### config.mk
export PLATFORM = sky130hd
export DESIGN_NAME = mp_addsub_seq
export DESIGN_NICKNAME = d
export VERILOG_FILES = /design/src/rtl/mp_addsub_seq.sv
export SDC_FILE = /design/constraint.sdc
export NUM_CORES = 1
export LEC_CHECK = 0
export ABC_AREA = 1
export CORE_UTILIZATION = 25
export CTS_BUF_LIST = sky130_fd_sc_hd__clkbuf_4 sky130_fd_sc_hd__clkbuf_8 sky130_fd_sc_hd__clkbuf_16
export DETAILED_ROUTE_END_ITERATION = 10
export PLACE_DENSITY = 0.43
export SLEW_MARGIN = 20
export SYNTH_ARGS = -nofsm -noshare
export SYNTH_HDL_FRONTEND = slang
export SYNTH_SLANG_ARGS = --single-unit
### constraint.sdc
create_clock -name clk -period 8.2 [get_ports clk]
set_input_delay 1.23 -clock clk [delete_from_list [all_inputs] [get_ports clk]]
set_output_delay 1.23 -clock clk [all_outputs]
set_load 0.02 [all_outputs]
### src/rtl/mp_addsub_seq.sv
// mp_addsub_seq: multi-precision add/sub sequencer over one shared csa; define MPAS_FLAGS_EN to add out_z
module csa #(
  parameter int W    = 8,
  parameter int M    = 4,
  parameter int PIPE = 0
) (
  input  logic         clk,
  input  logic         rst,
  input  logic [W-1:0] a,
  input  logic [W-1:0] b,
  input  logic         c_in,
  output logic [W-1:0] s,
  output logic         c_out
);
  localparam int NB = (W + M - 1) / M;
  logic [W-1:0] bx, sc;
  logic [NB:0] cy;
  assign bx = b ^ {W{c_in}};
  assign cy[0] = c_in;
  for (genvar i = 0; i < NB; i++) begin : g_blk
    localparam int LO = i * M;
    localparam int BW = (W - LO < M) ? W - LO : M;
    logic [BW:0] r0, r1;
    assign r0 = {1'b0, a[LO +: BW]} + {1'b0, bx[LO +: BW]};
    assign r1 = {1'b0, a[LO +: BW]} + {1'b0, bx[LO +: BW]} + {{BW{1'b0}}, 1'b1};
    assign sc[LO +: BW] = cy[i] ? r1[BW-1:0] : r0[BW-1:0];
    assign cy[i+1] = cy[i] ? r1[BW] : r0[BW];
  end
  if (PIPE != 0) begin : g_pipe
    // optional output register stage
    always_ff @(posedge clk) begin
      if (rst) {c_out, s} <= '0;
      else {c_out, s} <= {cy[NB], sc};
    end
  end else begin : g_comb
    logic unused;
    assign unused = clk ^ rst;
    assign {c_out, s} = {cy[NB], sc};
  end
endmodule

module mp_addsub_seq #(
  parameter int W     = 8,
  parameter int M     = 4,
  parameter int LIMBS = 4,
  localparam int N    = W * LIMBS
) (
  input  logic         clk,
  input  logic         rst_n,
  input  logic         in_valid,
  output logic         in_ready,
  input  logic [N-1:0] in_a,
  input  logic [N-1:0] in_b,
  input  logic         in_sub,
  output logic         out_valid,
  input  logic         out_ready,
  output logic [N-1:0] out_s,
  output logic         out_c,
`ifdef MPAS_FLAGS_EN
  output logic         out_z,
`endif
  output logic         out_ovf
);
  localparam int IW = (LIMBS > 1) ? $clog2(LIMBS) : 1;
  typedef enum logic [1:0] {IDLE, RUN, DONE} state_t;
  state_t state, state_d;
  logic [LIMBS-1:0][W-1:0] a_r, b_r, s_r;
  logic [IW-1:0] idx;
  logic sub_r, carry, c_r, ovf_r, last, c_out;
  logic [W-1:0] a_k, beff, b_in, s;
  assign a_k   = a_r[idx];
  assign beff  = sub_r ? ~b_r[idx] : b_r[idx];
  // csa inverts b again when c_in is set, so pre-flip to get a + beff + carry
  assign b_in  = beff ^ {W{carry}};
  assign last  = idx == IW'(LIMBS - 1);
  assign out_s = s_r;
  assign out_c = c_r;
  assign out_ovf = ovf_r;
  csa #(.W(W), .M(M), .PIPE(0)) u_csa (
    .clk(clk), .rst(1'b0), .a(a_k), .b(b_in), .c_in(carry), .s(s), .c_out(c_out)
  );
  // state register
  always_ff @(posedge clk or negedge rst_n) begin
    if (!rst_n) state <= IDLE;
    else state <= state_d;
  end
  // next state and handshake outputs
  always_comb begin
    in_ready  = state == IDLE;
    out_valid = state == DONE;
    state_d   = (state == IDLE && in_valid) ? RUN :
                (state == RUN && last) ? DONE :
                (state == DONE && out_ready) ? IDLE : state;
  end
  // operand capture and per-limb accumulation of result and flags
  always_ff @(posedge clk or negedge rst_n) begin
    if (!rst_n) begin
      a_r <= '0;
      b_r <= '0;
      sub_r <= 1'b0;
      idx <= '0;
      carry <= 1'b0;
      s_r <= '0;
      c_r <= 1'b0;
      ovf_r <= 1'b0;
    end else if (state == IDLE && in_valid) begin
      a_r <= in_a;
      b_r <= in_b;
      sub_r <= in_sub;
      idx <= '0;
      carry <= in_sub;
    end else if (state == RUN) begin
      s_r[idx] <= s;
      carry <= c_out;
      c_r <= c_out;
      ovf_r <= (a_k[W-1] == beff[W-1]) && (s[W-1] != a_k[W-1]);
      idx <= last ? idx : idx + 1'b1;
    end
  end
`ifdef MPAS_FLAGS_EN
  // running zero flag over all limbs of the current operation
  always_ff @(posedge clk or negedge rst_n) begin
    if (!rst_n) out_z <= 1'b0;
    else if (state == IDLE && in_valid) out_z <= 1'b1;
    else if (state == RUN) out_z <= out_z & (s == '0);
  end
`endif
endmodule
Yosys cells after proc, flatten, opt, wreduce, memory -nomap -nowiden:

Index checks and enable logic that the tools add are counted.
W data, S select, Z words.

* bits in registers: 104
* bits in latches: 0
* bits in writable memories: 0
* bits in read-only memories: 0
* input port bits: 69
* output and inout port bits: 36
* memories: 0

* add/subtract/negate cells: 5
* $mul: 0
* divide/modulo/power cells: 0
* $lt $le $gt $ge: 2
* eq/ne operators: 6
* shift-type cells: 0
* multiplexer cells: 20
* bitwise operators: 4
* reductions and logical operators: 10

Operator list (count)
* $bmux W8 S2: 2
* $bwmux W32: 1
* $mux W8: 4
* $demux W8 S2: 1
* $xor A8 B8 Y8: 2
* $mux W2: 6
* $add A4 B4 Y5: 2
* $add A5 B1 Y5 const B: 2
* $mux W4: 2
* $not A8 Y8: 1
* $logic_and A1 B1 Y1: 5
* $eq A2 B2 Y1 const B: 2
* $mux W1: 4
* $reduce_and A2 Y1: 2
* $lt A2 B3 Y1 const B: 1
* $reduce_bool A3 Y1: 1
* $add A2 B1 Y2 const B: 1
* $eq A2 B1 Y1 const B: 1
* $ge A2 B1 Y1 const B: 1
* $logic_not A2 Y1: 1
* $ne A2 B1 Y1 const B: 1
* $reduce_bool A2 Y1: 1
* $eq A1 B1 Y1: 1
* $ne A1 B1 Y1: 1
* $not A1 Y1: 1

Longest topological paths before layout:

* word-level depth: 12
* depth in mapped cells: 20
* mapped depth without buffers: 19

By module:

From an unflattened synthesis, not the netlist that was laid out.

* cell total of the unflattened synthesis: 658
* area total of the unflattened synthesis: 5230.0 µm²

Modules (own cells, without submodules)
* mp_addsub_seq: times used 1, cells each 557, area an instance 4584.4 µm²
* csa: times used 1, cells each 101, area an instance 645.6 µm²

Worst setup path before layout:

Ideal clock, no wire load.

* path kind: flip-flop to flip-flop
* start: register idx[0]
* end: register s_r (netlist bit out_s[13])
* setup time: 129 ps
* arrival time: 2833 ps
* data required time: 8071 ps
* setup slack: 5238 ps
* stages on the path, launching flop included: 18
* path through: dfrtp_1 > buf_4 > buf_2 > buf_4 > o21ai_0 > o22ai_1 > ha_1 > inv_1 > fa_1 > inv_1 > ha_1 > nand2_2 > nor2_4 > nand3_2 > nand2_4 > inv_4 > o21ai_4 > o21ai_2

* cells in the longest elaborated chain, start to end: 11

Ends and longest elaborated chain
* start: declaration: RTL line 68 `logic [IW-1:0] idx;`
* start signal: assignment: RTL line 117 `idx <= last ? idx : idx + 1'b1;`
* $bmux W8 S2: RTL line 72 `assign beff = sub_r ? ~b_r[idx] : b_r[idx];`
* $mux W8 (not written as such): RTL line 72
* $not A8 Y8: RTL line 72
* $mux W8: RTL line 72
* $xor A8 B8 Y8: RTL line 74 `assign b_in = beff ^ {W{carry}};`
* $xor A8 B8 Y8: RTL line 18 `assign bx = b ^ {W{c_in}};`
* $add A4 B4 Y5: RTL line 24, 25
* $add A5 B1 Y5: RTL line 25 `assign r1 = {1'b0, a[LO +: BW]} + {1'b0, bx[LO +: BW]} + {{BW{1'b0}}, 1'b1};`
* $mux W1: RTL line 27 `assign cy[i+1] = cy[i] ? r1[BW] : r0[BW];`
* $mux W4: RTL line 26 `assign sc[LO +: BW] = cy[i] ? r1[BW-1:0] : r0[BW-1:0];`
* $bwmux W32 (*): RTL line 113 `s_r[idx] <= s;`
* end signal: indexed assignment: RTL line 113
* end: declaration: RTL line 67 `logic [LIMBS-1:0][W-1:0] a_r, b_r, s_r;`

Mark *: on every way between the ends. The rest lies on a longest branch, timed or not. The select of a mux whose other input is x is not followed.
A chain may end at the register's enable or synchronous reset.

Worst setup path after layout:

* start: register idx[1]
* end: register s_r (netlist bit out_s[4])

Same word-level chain as after synthesis.

==> flow_summary_export.csv <==
group,metric,value,unit
run_status,status,"complete, no violations",
timing,rsz0062_at_grt,"false",
yosys,synth_cell_types,32,
timing,drv_slew,0,
final_layout,finalNetCount,809,
drt,vias,4304,
setup_path,reg2reg_depth,16,
hold_path,hold_path_class,"register to register",
timing,setup_ws,4.56,ns
grt,antenna_found_initial,0,
drt,routedWlPerCell,13.7,um
setup_path,arrival,3.86,ns
final_layout,mostFrequentLayoutCell,"nand2_1",
drt,routed_wl,13600,um
power,p_total,1.01,mW
grt,grt_pass1_vias,4267,
final_layout,final_cell_mix,"nand2_1 (307), dfrtp_1 (104), clkdlybuf4s50_1 (103)",
clock_tree,clk_pin_slew,0.07,ns
setup_path,worstPathRequired,8.42,ns
clock_tree,numCtsBuffers,9,
clock_tree,postCtsHoldBufs,0,
hold_path,hold_depth,2,
power,leakagePower,3.34,nW
grt,grt_pass1_wl,22700,um
final_layout,area_growth,30.9,%
timing,timing.hold.ws,0.479,ns
setup_path,start_kind,"register",
power,p_per_area,150,mW/mm^2
clock_tree,postCtsSetupBuffers,0,
grt,gr-total-overflow,0,
setup_path,criticalPathCategory,"register to register",
yosys,synthMuxAreaShare,0,
clock_tree,clk_latency,0.35,ns
timing,skew,0.00684,ns
floorplanning,die_h,145,um
place,dpl_worst_slack,4.54,ns
yosys,synth_top_family_by_area,"simple AND/OR/NAND/NOR gates",
timing,final.setup.tns,0,ns
yosys,ys_seq_area_frac,0.509,
drt,vias_per_cell,4.33,
setup_path,cp_max_fo,23,
timing,hold_viol,0,
yosys,yosys_warnings,0,
yosys,synthAdderAreaFrac,0.0421,
floorplanning,die_area,0.0210,mm^2
timing,max_freq,0.275,GHz
floorplanning,core-area,0.0198,mm^2
place,hpwl,9990,um
clock_tree,clk_path_buf_depth,2,
clock_tree,htree_levels,3,
timing,fin_crit,3.64,ns
floorplanning,floorplan.initialDensity,0.259,
final_layout,layout-drive-gt1-share,0.0631,
clock_tree,clock-sinks,104,
hold_path,worst_hold_path.endpoint,"a_r[15]",
place,port_buffers,104,
setup_path,worstReg2RegStart,"idx[1]",
yosys,syn-num-nets,719,
yosys,synth_xor_area_frac,0.0269,
clock_tree,root_buffer,"clkbuf_16",
timing,relSlewSlack,0.374,
timing,worst_slew_pin_slew,0.940,ns
power,ir_worst_vdd,0.0933,mV
grt,grt_max_degree,73,
drt,ant_nets,0,
floorplanning,ios,105,
grt,grtUsageTotal,0.135,
setup_path,reg2reg_to,"out_s[4]",
drt,drt_first_pass_iters,4,
yosys,netlist_instances,634,
setup_path,endpoint_kind,"register",
setup_path,rrSetupSlack,4.56,ns
floorplanning,fp-row-count,51,
timing,min_period_over_period,0.444,
yosys,syn_area,0.00512,mm^2
flow_run,max_cap_viol_count,0,
hold_path,min_from,"a_r[15]",
yosys,synth-simple-area-share,0.291,
yosys,ys_seq_elements,104,
drt,initialDrtViolationCount,165,
place,place_congestion,0.778,
place,dp.cells,978,
drt,remaining_drc_errors,0,
clock_tree,cts_tree,"done",
floorplanning,die_x,145,um
yosys,avgSynthCellArea,8.07,um^2
clock_tree,cts_resized,0,
final_layout,fin_cells,994,
timing,setup_violations,0,
final_layout,antenna_cells,0,
yosys,synth_compound_area_frac,0.0814,
## cell families (layout without fill, tap and decap cells)
logic type | count (synthesis) | count (layout)
AND/OR/NAND/NOR | 370 | 370
XOR/XNOR | 14 | 14
flip-flops | 104 | 104
AO/OA/AOI/OAI | 70 | 70
adder cells (fa/ha/maj) | 16 | 16
buffers and inverters | 60 | 155
## worst max-delay path: stages, from the launching register on
cell	delay (ns)
dfrtp_1	0.57
inv_1	0.57
o21ai_0	0.20
o22ai_1	0.20
xor2_1	0.17
ha_1	0.21
inv_1	0.06
fa_1	0.45
inv_1	0.09
ha_1	0.16
nand2_2	0.08
nor2_4	0.15
nand3_2	0.08
nand2_2	0.09
nand2_4	0.10
xnor2_2	0.24
o21ai_1	0.10
## where the power goes
| part | internal, mW | switching, mW |
|---|---|---|
| clock | 0.249 | 0.201 |
| combinational | 0.0282 | 0.0148 |
| sequential | 0.513 | 0 |
| total | 0.790 | 0.216 |
## through the flow
stage               utilization  area, um^2
finish                    0.339        6700
global route              0.339        6700
CTS                       0.339        6700
detailed placement        0.322        6380
global placement          0.322        6380
floorplan                     -        5120
## state kept, by name, summed over array words and instances, names as in the netlist
| signal | count |
|---|---|
| state | 2 |
| a_r | 32 |
| carry | 1 |
| idx | 2 |
| out_ovf | 1 |
| out_s | 32 |
| out_c | 1 |
| sub_r | 1 |
| b_r | 32 |
## area by class of cell
type	instances	area, um^2
Fill cell	2082	13100
Tap cell	265	332
Clock buffer	10	239
Inverter	32	124
Sequential cell	104	2600
Multi-Input combinational cell	470	2260
Clock inverter	6	80.1
Timing Repair Buffer	107	1060
## synth_stat cells
master,count,area [um^2]
nand2_1,308,1160
dfrtp_1,104,2600
o21ai_0,36,180
inv_1,29,109
nor2_1,28,105
nand3_1,18,90.1
buf_2,15,75.1
ha_1,14,175
o22ai_1,11,68.8
clkbuf_1,10,37.5
xor2_1,9,78.8
a21oi_1,7,35.0
nand2_2,5,31.3
o21ai_2,5,43.8
o21ai_1,4,20.0
buf_4,3,22.5
nand2_4,3,33.8
nor2_4,3,33.8
xnor2_1,3,26.3
a32o_1,2,20.0
a32oi_1,2,17.5
fa_1,2,40.0
inv_2,2,7.51
nand3_2,2,20.0
o21bai_1,2,15.0
inv_4,1,6.26
nand4_1,1,6.26
nor3_1,1,5.00
o21ai_4,1,16.3
or2_1,1,6.26
xnor2_2,1,16.3
xor2_2,1,16.3
## worst max-delay path by stage
stage / from / end / slack [ns] / cells after the start
CTS: idx[1] / out_s[4] / 4.53 / 16
finish: idx[1] / out_s[4] / 4.56 / 16
global placement: idx[1] / out_s[5] / 4.67 / 16
floorplan: idx[0] / out_s[13] / 5.24 / 17
global route: idx[1] / out_s[4] / 4.22 / 16
detailed placement: idx[1] / out_s[4] / 4.54 / 16
## routing by layer
layer  GRT usage  vias to the layer above  routed length, um
met5           0                        -                  0
met4      0.0426                        0                175
met3      0.0239                       12                569
met2       0.216                      113               6240
met1       0.186                     2009               6630
li1            -                     2170                  -
Note: power is estimated with default switching activity, not from simulation.
